$ cat src/rtl/misp_control_fsm.sv
//------------------------------------------------------------------------------
// Module   : misp_control_fsm
// Purpose  : Multicycle control sequencer for the 16-bit MISP core. Steps
//            FETCH/DECODE/EXECUTE/MEM/WRITEBACK from IR[15:12], drives every
//            datapath select/enable, and runs a handshaked I/O port with a
//            bounded wait.
// Revision : 1.0 - initial release
//------------------------------------------------------------------------------
`default_nettype none

module misp_control_fsm #(
  parameter int unsigned IO_TIMEOUT = 255
) (
  input  logic       clk,
  input  logic       reset_n,
  input  logic [3:0] opcode,
  input  logic       zero,
  input  logic       io_ack,
  output logic       pc_write,
  output logic       pc_write_cond,
  output logic       i_or_d,
  output logic       mem_read,
  output logic       mem_write,
  output logic       ir_write,
  output logic       reg_dst,
  output logic       reg_write,
  output logic [1:0] mem_to_reg,
  output logic [1:0] alu_src_a,
  output logic [1:0] alu_src_b,
  output logic [1:0] alu_op,
  output logic [1:0] pc_source,
  output logic       io_req,
  output logic       io_we,
  output logic       halted,
  output logic       io_timeout,
  output logic       illegal_op,
  output logic [3:0] state
);

  typedef enum logic [3:0] {
    S_IDLE     = 4'd0,
    S_FETCH    = 4'd1,
    S_DECODE   = 4'd2,
    S_EXEC_R   = 4'd3,
    S_WB_R     = 4'd4,
    S_EXEC_I   = 4'd5,
    S_WB_I     = 4'd6,
    S_MEM_ADDR = 4'd7,
    S_MEM_RD   = 4'd8,
    S_MEM_WB   = 4'd9,
    S_MEM_WR   = 4'd10,
    S_BRANCH   = 4'd11,
    S_JUMP     = 4'd12,
    S_IO_REQ   = 4'd13,
    S_IO_WB    = 4'd14,
    S_HALT     = 4'd15
  } state_t;

  localparam logic [3:0] C_OP_ADDI = 4'b0100;
  localparam logic [3:0] C_OP_LW   = 4'b0101;
  localparam logic [3:0] C_OP_SW   = 4'b0110;
  localparam logic [3:0] C_OP_BEQ  = 4'b0111;
  localparam logic [3:0] C_OP_JMP  = 4'b1000;
  localparam logic [3:0] C_OP_IN   = 4'b1001;
  localparam logic [3:0] C_OP_OUT  = 4'b1010;
  localparam logic [3:0] C_OP_HALT = 4'b1111;

  // Last wait count: reaching IO_TIMEOUT waiting cycles aborts the request.
  localparam logic [7:0] C_TMO_LAST = 8'(IO_TIMEOUT - 1);

  state_t     state_q, state_d;
  logic [7:0] cnt_q, cnt_d;
  logic       tmo_d;
  logic       ill_d;

  logic       pc_write_d, pc_write_cond_d, i_or_d_d, mem_read_d, mem_write_d;
  logic       ir_write_d, reg_dst_d, reg_write_d, io_req_d, io_we_d, halted_d;
  logic [1:0] mem_to_reg_d, alu_src_a_d, alu_src_b_d, alu_op_d, pc_source_d;

  // The zero flag qualifies the conditional PC load inside the datapath;
  // the sequencer itself never needs to look at it.
  logic unused_zero;
  assign unused_zero = zero;

  assign state = state_q;

  // Next-state, I/O wait counter, sticky timeout and illegal-opcode pulse.
  always_comb begin
    state_d = state_q;
    cnt_d   = cnt_q;
    tmo_d   = io_timeout;
    ill_d   = 1'b0;
    case (state_q)
      S_IDLE:   state_d = S_FETCH;
      S_FETCH:  state_d = S_DECODE;
      S_DECODE: begin
        case (opcode)
          4'b0000, 4'b0001,
          4'b0010, 4'b0011:  state_d = S_EXEC_R;
          C_OP_ADDI:         state_d = S_EXEC_I;
          C_OP_LW, C_OP_SW:  state_d = S_MEM_ADDR;
          C_OP_BEQ:          state_d = S_BRANCH;
          C_OP_JMP:          state_d = S_JUMP;
          C_OP_IN, C_OP_OUT: state_d = S_IO_REQ;
          C_OP_HALT:         state_d = S_HALT;
          default: begin
            ill_d   = 1'b1;
            state_d = S_FETCH;
          end
        endcase
      end
      S_EXEC_R:   state_d = S_WB_R;
      S_WB_R:     state_d = S_FETCH;
      S_EXEC_I:   state_d = S_WB_I;
      S_WB_I:     state_d = S_FETCH;
      S_MEM_ADDR: state_d = (opcode == C_OP_LW) ? S_MEM_RD : S_MEM_WR;
      S_MEM_RD:   state_d = S_MEM_WB;
      S_MEM_WB:   state_d = S_FETCH;
      S_MEM_WR:   state_d = S_FETCH;
      S_BRANCH:   state_d = S_FETCH;
      S_JUMP:     state_d = S_FETCH;
      S_IO_REQ: begin
        // An acknowledge in the final allowed cycle still completes normally.
        if (io_ack) begin
          cnt_d   = 8'd0;
          state_d = (opcode == C_OP_IN) ? S_IO_WB : S_FETCH;
        end else if (cnt_q == C_TMO_LAST) begin
          cnt_d   = 8'd0;
          tmo_d   = 1'b1;
          state_d = S_FETCH;
        end else begin
          cnt_d   = cnt_q + 8'd1;
        end
      end
      S_IO_WB:  state_d = S_FETCH;
      S_HALT:   state_d = S_HALT;
      default:  state_d = S_IDLE;
    endcase
  end

  // Moore output decode of the state being entered, so outputs can be registered.
  always_comb begin
    pc_write_d      = 1'b0;
    pc_write_cond_d = 1'b0;
    i_or_d_d        = 1'b0;
    mem_read_d      = 1'b0;
    mem_write_d     = 1'b0;
    ir_write_d      = 1'b0;
    reg_dst_d       = 1'b0;
    reg_write_d     = 1'b0;
    mem_to_reg_d    = 2'b00;
    alu_src_a_d     = 2'b00;
    alu_src_b_d     = 2'b00;
    alu_op_d        = 2'b00;
    pc_source_d     = 2'b00;
    io_req_d        = 1'b0;
    io_we_d         = 1'b0;
    halted_d        = 1'b0;
    case (state_d)
      S_FETCH: begin
        mem_read_d  = 1'b1;
        ir_write_d  = 1'b1;
        alu_src_b_d = 2'b01;
        pc_write_d  = 1'b1;
      end
      S_DECODE:   alu_src_b_d = 2'b10;
      S_EXEC_R: begin
        alu_src_a_d = 2'b01;
        alu_op_d    = 2'b10;
      end
      S_WB_R: begin
        reg_dst_d   = 1'b1;
        reg_write_d = 1'b1;
      end
      S_EXEC_I, S_MEM_ADDR: begin
        alu_src_a_d = 2'b01;
        alu_src_b_d = 2'b10;
      end
      S_WB_I:     reg_write_d = 1'b1;
      S_MEM_RD: begin
        mem_read_d = 1'b1;
        i_or_d_d   = 1'b1;
      end
      S_MEM_WB: begin
        reg_write_d  = 1'b1;
        mem_to_reg_d = 2'b01;
      end
      S_MEM_WR: begin
        mem_write_d = 1'b1;
        i_or_d_d    = 1'b1;
      end
      S_BRANCH: begin
        alu_src_a_d     = 2'b01;
        alu_op_d        = 2'b01;
        pc_write_cond_d = 1'b1;
        pc_source_d     = 2'b01;
      end
      S_JUMP: begin
        pc_write_d  = 1'b1;
        pc_source_d = 2'b10;
      end
      S_IO_REQ: begin
        io_req_d = 1'b1;
        io_we_d  = (opcode == C_OP_OUT);
      end
      S_IO_WB: begin
        reg_write_d  = 1'b1;
        mem_to_reg_d = 2'b10;
      end
      S_HALT:     halted_d = 1'b1;
      default:    ;
    endcase
  end

  // State, counter and registered outputs; reset clears everything at once.
  always_ff @(posedge clk or negedge reset_n) begin
    if (!reset_n) begin
      state_q       <= S_IDLE;
      cnt_q         <= 8'd0;
      pc_write      <= 1'b0;
      pc_write_cond <= 1'b0;
      i_or_d        <= 1'b0;
      mem_read      <= 1'b0;
      mem_write     <= 1'b0;
      ir_write      <= 1'b0;
      reg_dst       <= 1'b0;
      reg_write     <= 1'b0;
      mem_to_reg    <= 2'b00;
      alu_src_a     <= 2'b00;
      alu_src_b     <= 2'b00;
      alu_op        <= 2'b00;
      pc_source     <= 2'b00;
      io_req        <= 1'b0;
      io_we         <= 1'b0;
      halted        <= 1'b0;
      io_timeout    <= 1'b0;
      illegal_op    <= 1'b0;
    end else begin
      state_q       <= state_d;
      cnt_q         <= cnt_d;
      pc_write      <= pc_write_d;
      pc_write_cond <= pc_write_cond_d;
      i_or_d        <= i_or_d_d;
      mem_read      <= mem_read_d;
      mem_write     <= mem_write_d;
      ir_write      <= ir_write_d;
      reg_dst       <= reg_dst_d;
      reg_write     <= reg_write_d;
      mem_to_reg    <= mem_to_reg_d;
      alu_src_a     <= alu_src_a_d;
      alu_src_b     <= alu_src_b_d;
      alu_op        <= alu_op_d;
      pc_source     <= pc_source_d;
      io_req        <= io_req_d;
      io_we         <= io_we_d;
      halted        <= halted_d;
      io_timeout    <= tmo_d;
      illegal_op    <= ill_d;
    end
  end

endmodule

`default_nettype wire

$ cat config.mk
export PLATFORM = sky130hd
export DESIGN_NAME = misp_control_fsm
export DESIGN_NICKNAME = d
export VERILOG_FILES = /design/src/rtl/misp_control_fsm.sv
export SDC_FILE = /design/constraint.sdc
export NUM_CORES = 1
export LEC_CHECK = 0
export CAP_MARGIN = 20
export CORE_MARGIN = 2
export CORE_UTILIZATION = 42
export DETAILED_ROUTE_END_ITERATION = 10
export PLACE_DENSITY = 0.69
export SLEW_MARGIN = 20
export SYNTH_ARGS = -nofsm -noshare
export SYNTH_HDL_FRONTEND = slang
export SYNTH_SLANG_ARGS = --single-unit
$ cat constraint.sdc
create_clock -name clk -period 2.4 [get_ports clk]
set_input_delay 0.48 -clock clk [delete_from_list [all_inputs] [get_ports clk]]
set_output_delay 0.48 -clock clk [all_outputs]
set_load 0.005 [all_outputs]
==> parameters.txt, run 1 <==
Parameter                              Value

Route
  Number of DRC violations after detailed routing ... 0
  Drt pass-1 iters ... 4
  Via density per instance ... 5.079
  Number of DRC markers in iteration 0 ... 56
  Aggregate routed wire length ... 3173 µm
  Antenna viol nets, final ... 0
  Routed wire length per instance ... between 10 and 15 µm
  Via total after detailed routing ... 1224

Clock network
  Number of setup buffers added after CTS ... 0
  Number of hold-repair buffers added at the cts stage ... 0
  Clock insertion delay at the later pin of the skew report ... 0.33 ns
  Largest buffer count on any clock path ... 2
  Deepest level of the CTS H-tree ... 2
  TritonCTS clock tree ... built
  Cts repair resizes ... 0
  Clock Root Buffer ... sky130_fd_sc_hd__clkbuf_4
  Register clock-pin slew on the reported worst setup and hold paths ... 0.09 ns
  Sinks on Clock Net ... 31
  TritonCTS buffer count ... 5

Yosys
  Number of warnings reported in the yosys synthesis log ... 0
  Synth Net Count ... 160
  Gate count of the mapped netlist ... 150
  Yosys cell types ... 45
  Sequential fraction of the synthesis area ... 0.5162
  Top cells by area, synth ... sky130_fd_sc_hd__dfrtp_1 (52%), sky130_fd_sc_hd__nand2_1 (4.5%), sky130_fd_sc_hd__o21ai_0 (3.0%), sky130_fd_sc_hd__buf_4 (3.0%), sky130_fd_sc_hd__nor2_1 (2.5%)
  Number of flip-flops and latches in the synthesized netlist ... 31
  Number of enable-type register cells in the synthesized netlist ... 0
  Post-synth top area share ... 0.5162
  Biggest area consumer among synthesized cells ... sky130_fd_sc_hd__dfrtp_1
  FFs w/ async S/R, synth ... 1.000
  Most used flip-flop cell after synthesis ... sky130_fd_sc_hd__dfrtp_1
  Avg Synthesized Cell Area ... 10.02 µm²
  Post-synthesis instance area ... 1503 µm²

Global routing
  Global Route Usage Sum ... 0.1815
  First-pass GRT wire length ... a little under 6000 µm
  Number of global-route vias before repair ... 1298
  Initial antenna violation count ... 0
  Maximum number of pins on one net before global-route repair ... 32
  Overflow left after global routing ... 0

Power and ir drop
  NetSw ... 0.7520 mW
  Clock network power share ... 0.136
  Internal Pwr Total ... around 1.3 mW
  Switching Share ... 0.3650
  Worst IR Drop VDD ... 588.1 µV
  Share of total power in sequential cells ... 0.412
  Standby leakage power ... 0.8967 nW
  Power per cell area ... approximately 1000 nW/µm²
  Logic pwr share ... 0.452

Final layout
  Number of flip-flops in the largest register ... 8
  Antenna diode count ... 0
  Layout Area Growth over Synthesis ... 32.06%
  Largest register by flop count ... cnt_q
  Commonest cells after routing, fill and taps aside ... sky130_fd_sc_hd__clkdlybuf4s50_1 (32), sky130_fd_sc_hd__dfrtp_1 (30), sky130_fd_sc_hd__nand2_1 (18), sky130_fd_sc_hd__buf_4 (16), sky130_fd_sc_hd__nor2_1 (10)
  Total number of nets in the final design ... 204
  Most common cell after layout, fill and taps aside ... sky130_fd_sc_hd__clkdlybuf4s50_1
  Fraction of layout instances using a drive strength above 1 ... 0.1744
  Post-route cell area ... 1984 µm²
  Fillcell total ... ~290
  Fraction of the core area covered by cells at the end of the flow ... 0.5855

Critical path
  Crit path launch type ... flip-flop
  Cell count of the worst reg-to-reg path ... 7
  Worst setup path startpoint ... state[1]
  CP Data Arrival Time ... 2.36 ns
  Instance count on the critical path ... 7
  Cell family with the largest share of critical-path delay ... simple AND/OR/NAND/NOR gates
  Cell with the largest stage delay on the worst path ... sky130_fd_sc_hd__or4b_1
  Cell chain of the critical path ... nor2b_1 -> nand2_1 -> a21oi_1 -> or4b_1 -> buf_4 -> nand2_1 -> nor4b_1
  Flop-to-flop setup slack ... 0.25 ns
  Required time at the worst-slack endpoint ... 2.62 ns
  Critical path endpoint category ... flip-flop
  Reg-to-Reg Start ... state[1]
  Critical path's largest stage delay ... 0.58 ns
  Crit path max fanout ... 12
  Crit path kind ... flip-flop to flip-flop
  Cell seen most often among critical-path stages ... sky130_fd_sc_hd__nand2_1
  Reg-to-Reg End ... mem_read
  WP buf/inv ... 1
  CP Capture Point ... mem_read

Die
  Die Area ... 4072 µm²
  Horiz. Die Dim ... 63.82 µm
  Cell row count ... 21
  Total I/O pin count ... 35
  Core area ... 3390 µm²
  Die Y ... 63.82 µm
  Initial core utilization ... 0.4433

Timing
  Setup repair after global routing missed its margin ... false
  Final sum of negative setup slack ... 0 ns
  Hold Violations, Final ... 0
  Worst hold slack across all endpoints ... 0.4818 ns
  Fraction of the cycle the final worst path needs ... 0.8954
  Final clock skew ... 0.01051 ns
  Final setup slack of the worst path ... 0.2511 ns
  Upper clock frequency limit ... 465.4 MHz
  Final Max Tran Viols ... 0
  Min Clock Period, post-route ... 2.149 ns
  Finish-stage setup viols ... 0

Worst hold path
  Type of the most critical hold path ... flip-flop to flip-flop

Place
  Detailed-placement wirelength estimate ... 2346 µm
  Area of placed instances ... 1927 µm²
  Pre-CTS setup slack ... -0.08426 ns
  Port buffer count ... 32
  Final estimated routing congestion in global placement ... ~0.85

Run status
  Result of the run ... complete, no violations

Flow run
  Number of max-capacitance violations reported ... 0
-- how the worst min path moves through the flow --
stage | startpoint | to | slack [ns] | depth (start not counted)
3_3_place_gp | io_timeout | io_timeout | 0.44 | 1
6_report | io_timeout | io_timeout | 0.48 | 1
3_5_place_dp | io_timeout | io_timeout | 0.47 | 1
4_1_cts | io_timeout | io_timeout | 0.49 | 1
5_1_grt | io_timeout | io_timeout | 0.51 | 1
2_1_floorplan | reset_n | alu_op[1] | 0.18 | 0
-- metrics by stage --
step	cells	power, mW
floorplan	150	1.374
global placement	233	1.756
detailed placement	233	1.785
CTS	241	2.080
global route	241	2.227
finish	241	2.060
-- per-layer routing --
layer	wire (µm)	GRT usage
met1	1475	0.2255
met2	1490	0.2969
met3	180	0.06690
met4	26	0.04891
met5	0	0
-- cell type report --
cell class	count	area [µm²]	share of cell area
Clock buffer	7	45.04	0.02270
Clock inverter	1	5.005	0.002522
Inverter	4	15.01	0.007566
Multi-Input combinational cell	104	644.4	0.3247
Sequential cell	31	777.0	0.3916
Tap cell	46	57.56	0.02900
Timing Repair Buffer	48	440.4	0.2219
-- logic make-up (layout without fill, tap and decap cells) --
group	after synthesis	in the layout	share of synthesized area
adders and majority gates	2	2	0.01665
buffers and inverters	15	60	0.05911
AOI/OAI and AO/OA	33	33	0.1491
and+or+nand+nor	67	67	0.2506
DFF	31	31	0.5162
xor gates and xnor gates	1	1	0.005830
other	1	1	0.002496
-- cells in the mapped netlist (2+ instances only) --
| master | number |
|---|---|
| sky130_fd_sc_hd__a21oi_1 | 7 |
| sky130_fd_sc_hd__buf_4 | 6 |
| sky130_fd_sc_hd__nand2_1 | 18 |
| sky130_fd_sc_hd__inv_1 | 4 |
| sky130_fd_sc_hd__o21ai_0 | 9 |
| sky130_fd_sc_hd__nand3_1 | 5 |
| sky130_fd_sc_hd__nand2b_2 | 2 |
| sky130_fd_sc_hd__nor3b_1 | 3 |
| sky130_fd_sc_hd__nor2b_1 | 6 |
| sky130_fd_sc_hd__nand2b_1 | 2 |
| sky130_fd_sc_hd__clkbuf_1 | 2 |
| sky130_fd_sc_hd__nor3_1 | 7 |
| sky130_fd_sc_hd__nand3b_1 | 2 |
| sky130_fd_sc_hd__dfrtp_1 | 31 |
| sky130_fd_sc_hd__buf_2 | 2 |
| sky130_fd_sc_hd__nor2_1 | 10 |
| sky130_fd_sc_hd__ha_1 | 2 |
| sky130_fd_sc_hd__nor3_2 | 2 |
| sky130_fd_sc_hd__o31ai_1 | 3 |
| sky130_fd_sc_hd__o41ai_1 | 2 |
-- worst reg2reg max path, cell delays in order, from the launching register on --
cell	delay [ns]
sky130_fd_sc_hd__dfrtp_1	0.51
sky130_fd_sc_hd__nor2b_1	0.21
sky130_fd_sc_hd__nand2_1	0.17
sky130_fd_sc_hd__a21oi_1	0.08
sky130_fd_sc_hd__or4b_1	0.58
sky130_fd_sc_hd__buf_4	0.18
sky130_fd_sc_hd__nand2_1	0.07
sky130_fd_sc_hd__nor4b_1	0.25
-- power groups by stage --
| stage | combinational [mW] | clock [mW] | sequential, mW |
|---|---|---|---|
| after floorplan | 0.592 | 0 | 0.783 |
| after global placement | 0.909 | 0 | 0.847 |
| after detailed placement | 0.930 | 0 | 0.856 |
| after CTS | 0.938 | 0.295 | 0.848 |
| after global routing | 1.03 | 0.321 | 0.876 |
| final | 0.931 | 0.281 | 0.849 |
Power figures use the tool's default switching activity.
==> inputs of run 2 (changes only) <==
--- a/config.mk
+++ b/config.mk
@@ -8,6 +8,7 @@
 export CAP_MARGIN = 20
 export CORE_MARGIN = 2
 export CORE_UTILIZATION = 42
+export CTS_CLUSTER_DIAMETER = 200
 export DETAILED_ROUTE_END_ITERATION = 10
 export PLACE_DENSITY = 0.69
 export SLEW_MARGIN = 20
==> results of run 2 <==
Final layout, timing and power as in run 1 (identical DEF).
==> inputs of run 3 (changes only) <==
--- a/config.mk
+++ b/config.mk
@@ -11,6 +11,7 @@
 export CTS_CLUSTER_DIAMETER = 200
 export DETAILED_ROUTE_END_ITERATION = 10
 export PLACE_DENSITY = 0.69
+export REMOVE_ABC_BUFFERS = 1
 export SLEW_MARGIN = 20
 export SYNTH_ARGS = -nofsm -noshare
 export SYNTH_HDL_FRONTEND = slang
==> parameters.txt, run 3 (synthesized netlist as in run 1, its figures left out) <==
Parameter                              Value

Final layout
  Largest register by flop count ... cnt_q
  Total number of nets in the final design ... 208 (+2.0%)
  Combined flip-flop and latch cell area ... 775.7 µm² (-0.16%)
  Fraction of the core area covered by cells at the end of the flow ... 0.6047 (+0.01920)
  Antenna diode count ... 0 (unchanged)
  Multi-input logic area ... 644.4 µm² (unchanged)
  Commonest cells after routing, fill and taps aside ... sky130_fd_sc_hd__clkdlybuf4s50_1 (32), sky130_fd_sc_hd__dfrtp_1 (31), sky130_fd_sc_hd__buf_4 (20), sky130_fd_sc_hd__nand2_1 (18), sky130_fd_sc_hd__nor2_1 (10)
  Most common cell after layout, fill and taps aside ... sky130_fd_sc_hd__clkdlybuf4s50_1
  Fraction of layout instances using a drive strength above 1 ... 0.2010 (+0.02665)
  Layout Area Growth over Synthesis ... 36.39%
  Number of flip-flops in the largest register ... 8 (unchanged)
  Fillcell total ... 297 (+3.5%)

Global routing
  Global Route Usage Sum ... 0.1777 (-0.003823)
  Number of global-route vias before repair ... 1265 (-2.5%)
  Overflow left after global routing ... 0 (unchanged)
  Initial antenna violation count ... 0 (unchanged)
  Maximum number of pins on one net before global-route repair ... 32 (unchanged)
  First-pass GRT wire length ... 5630 µm (-2.7%)

Critical path
  Crit path kind ... flip-flop to flip-flop
  Critical path endpoint category ... flip-flop
  Crit path launch type ... flip-flop
  Required time at the worst-slack endpoint ... 2.66 ns (+0.04 ns)
  CP Data Arrival Time ... 2.43 ns (+0.07 ns)
  Crit path max fanout ... 5 (-7)

Die
  Total I/O pin count ... 35 (unchanged)
  Die Area ... 4072 µm² (unchanged)
  Die Y ... 63.82 µm (unchanged)
  Cell row count ... 21 (unchanged)
  Core area ... 3390 µm² (unchanged)
  Initial core utilization ... 0.4433 (unchanged)
  Horiz. Die Dim ... 63.82 µm (unchanged)

Clock network
  TritonCTS clock tree ... built
  Number of hold-repair buffers added at the cts stage ... 0 (unchanged)
  Register clock-pin slew on the reported worst setup and hold paths ... 0.10 ns (about the same)
  Clock insertion delay at the later pin of the skew report ... 0.32 ns (about the same)
  Deepest level of the CTS H-tree ... 2 (unchanged)
  Sinks on Clock Net ... 31 (unchanged)
  Largest buffer count on any clock path ... 2 (unchanged)
  Clock Root Buffer ... sky130_fd_sc_hd__clkbuf_4
  TritonCTS buffer count ... 5 (unchanged)

Timing
  Min Clock Period, post-route ... 2.173 ns (+0.02382 ns)
  Final Max Tran Viols ... 0 (unchanged)
  Upper clock frequency limit ... 460.3 MHz (-1.1%)
  Hold Violations, Final ... 0 (unchanged)
  Finish-stage setup viols ... 0 (unchanged)
  Final clock skew ... 0.01001 ns (-0.0004938 ns)
  Fraction of the cycle the final worst path needs ... 0.9053 (+0.009925)
  Setup repair after global routing missed its margin ... false

Route
  Via density per instance ... 5.061 (-0.35%)
  Number of DRC violations after detailed routing ... 0 (unchanged)
  Number of DRC markers in iteration 0 ... 57 (+1.8%)
  Antenna viol nets, final ... 0 (unchanged)
  Via total after detailed routing ... 1240 (+1.3%)
  Routed wire length per instance ... 13.46 µm (+2.2%)
  Aggregate routed wire length ... 3298 µm (+3.9%)
  Drt pass-1 iters ... 4 (unchanged)

Worst hold path
  Type of the most critical hold path ... flip-flop to flip-flop

Power and ir drop
  Worst IR Drop VDD ... 710.0 µV (+21%)
  Logic pwr share ... 0.434 (-0.018)
  Internal Pwr Total ... 1.460 mW (+12%)
  Share of total power in sequential cells ... 0.380 (-0.032)
  Standby leakage power ... 0.9335 nW (+4.1%)
  Clock network power share ... 0.186 (+0.050)
  Power per cell area ... 1087 nW/µm² (+4.6%)
  Total Power Consumption ... 2.227 mW (+8.1%)
  Switching Share ... 0.3443 (-0.02069)
  NetSw ... 0.7666 mW (+2.0%)

Flow run
  Number of max-capacitance violations reported ... 0 (unchanged)

Place
  Detailed-placement wirelength estimate ... 2540 µm (+8.3%)
  Port buffer count ... 32 (unchanged)
  Final estimated routing congestion in global placement ... 0.8275 (-2.2%)

Run status
  Result of the run ... complete, no violations
[run 3: cell types whose count changed in the layout (fill, tap and decap cells not counted)]
cell / delta
sky130_fd_sc_hd__nor4b_1: -1
sky130_fd_sc_hd__dfrtp_2: -1
sky130_fd_sc_hd__clkbuf_1: -2
sky130_fd_sc_hd__nor4b_2: +1
sky130_fd_sc_hd__nor3_4: -1
sky130_fd_sc_hd__dfrtp_1: +1
sky130_fd_sc_hd__buf_4: +4
sky130_fd_sc_hd__clkbuf_8: +1
sky130_fd_sc_hd__nor3_2: +1
sky130_fd_sc_hd__bufinv_16: +1
[run 3: worst max-delay path: stages (launching register included)]
cell and delay [ns]:
sky130_fd_sc_hd__dfrtp_1 0.42, sky130_fd_sc_hd__inv_1 0.07, sky130_fd_sc_hd__ha_1 0.14, sky130_fd_sc_hd__nand3_1 0.09
sky130_fd_sc_hd__nor3_2 0.19, sky130_fd_sc_hd__nand2b_2 0.17, sky130_fd_sc_hd__or4b_1 0.48, sky130_fd_sc_hd__or3_4 0.42
sky130_fd_sc_hd__a21oi_2 0.12
[run 3: final cells by class]
class	instances	share of cell area
clock inverters	2	0.01709
well taps	46	0.02808
multi-input cells	104	0.3144
clock buffers	6	0.02503
repair buffers	52	0.2295
inverters	4	0.007326
flip-flops and latches	31	0.3785
[run 3: repair_timing]
item | CTS | global route
setup endpoints to repair | 0 | 1
buffers inserted | 0 | 0
gates resized for setup | 0 | 1
[run 3: worst paths after layout]
kind                                 start    endpoint  slack (ns)  cells after the start
max in group asynchronous          reset_n       io_we        1.57                      2
worst min-delay path            io_timeout  io_timeout        0.47                      1
worst min register to register  io_timeout  io_timeout        0.47                      1
min in group asynchronous          reset_n    cnt_q[0]        0.53                      2
worst max-delay path              cnt_q[0]    pc_write        0.23                      8
worst max register to register    cnt_q[0]    pc_write        0.23                      8
[run 3: metrics by stage]
stage               worst slack, ns  TNS, ns  instance area (µm²)  cells  hold slack (ns)
floorplan                    0.2481        0                 1429    139           0.1844
global placement           -0.04615  -0.1668                 1957    237           0.4430
detailed placement         -0.09538  -0.3180                 1957    237           0.4549
CTS                          0.1929        0                 2043    245           0.4722
global route                0.03418        0                 2049    245           0.4908
finish                       0.2273        0                 2049    245           0.4665
[run 3: layer usage]
layer / vias to the layer above / global-route usage / part of all wire
met2: 24 / 0.3008 / 0.50
met4: 0 / 0.05163 / 0.0070
met5: - / 0 / 0
li1: 620 / - / -
met3: 4 / 0.06514 / 0.045
met1: 592 / 0.2106 / 0.45
[run 3: power groups by stage]
stage	Clock, mW	Sequential [mW]	Combinational, mW
after detailed placement	0	0.854	0.961
after global placement	0	0.844	0.932
final	0.414	0.845	0.967
after CTS	0.431	0.843	0.963
after global routing	0.449	0.868	1.08
after floorplan	0	0.831	0.468
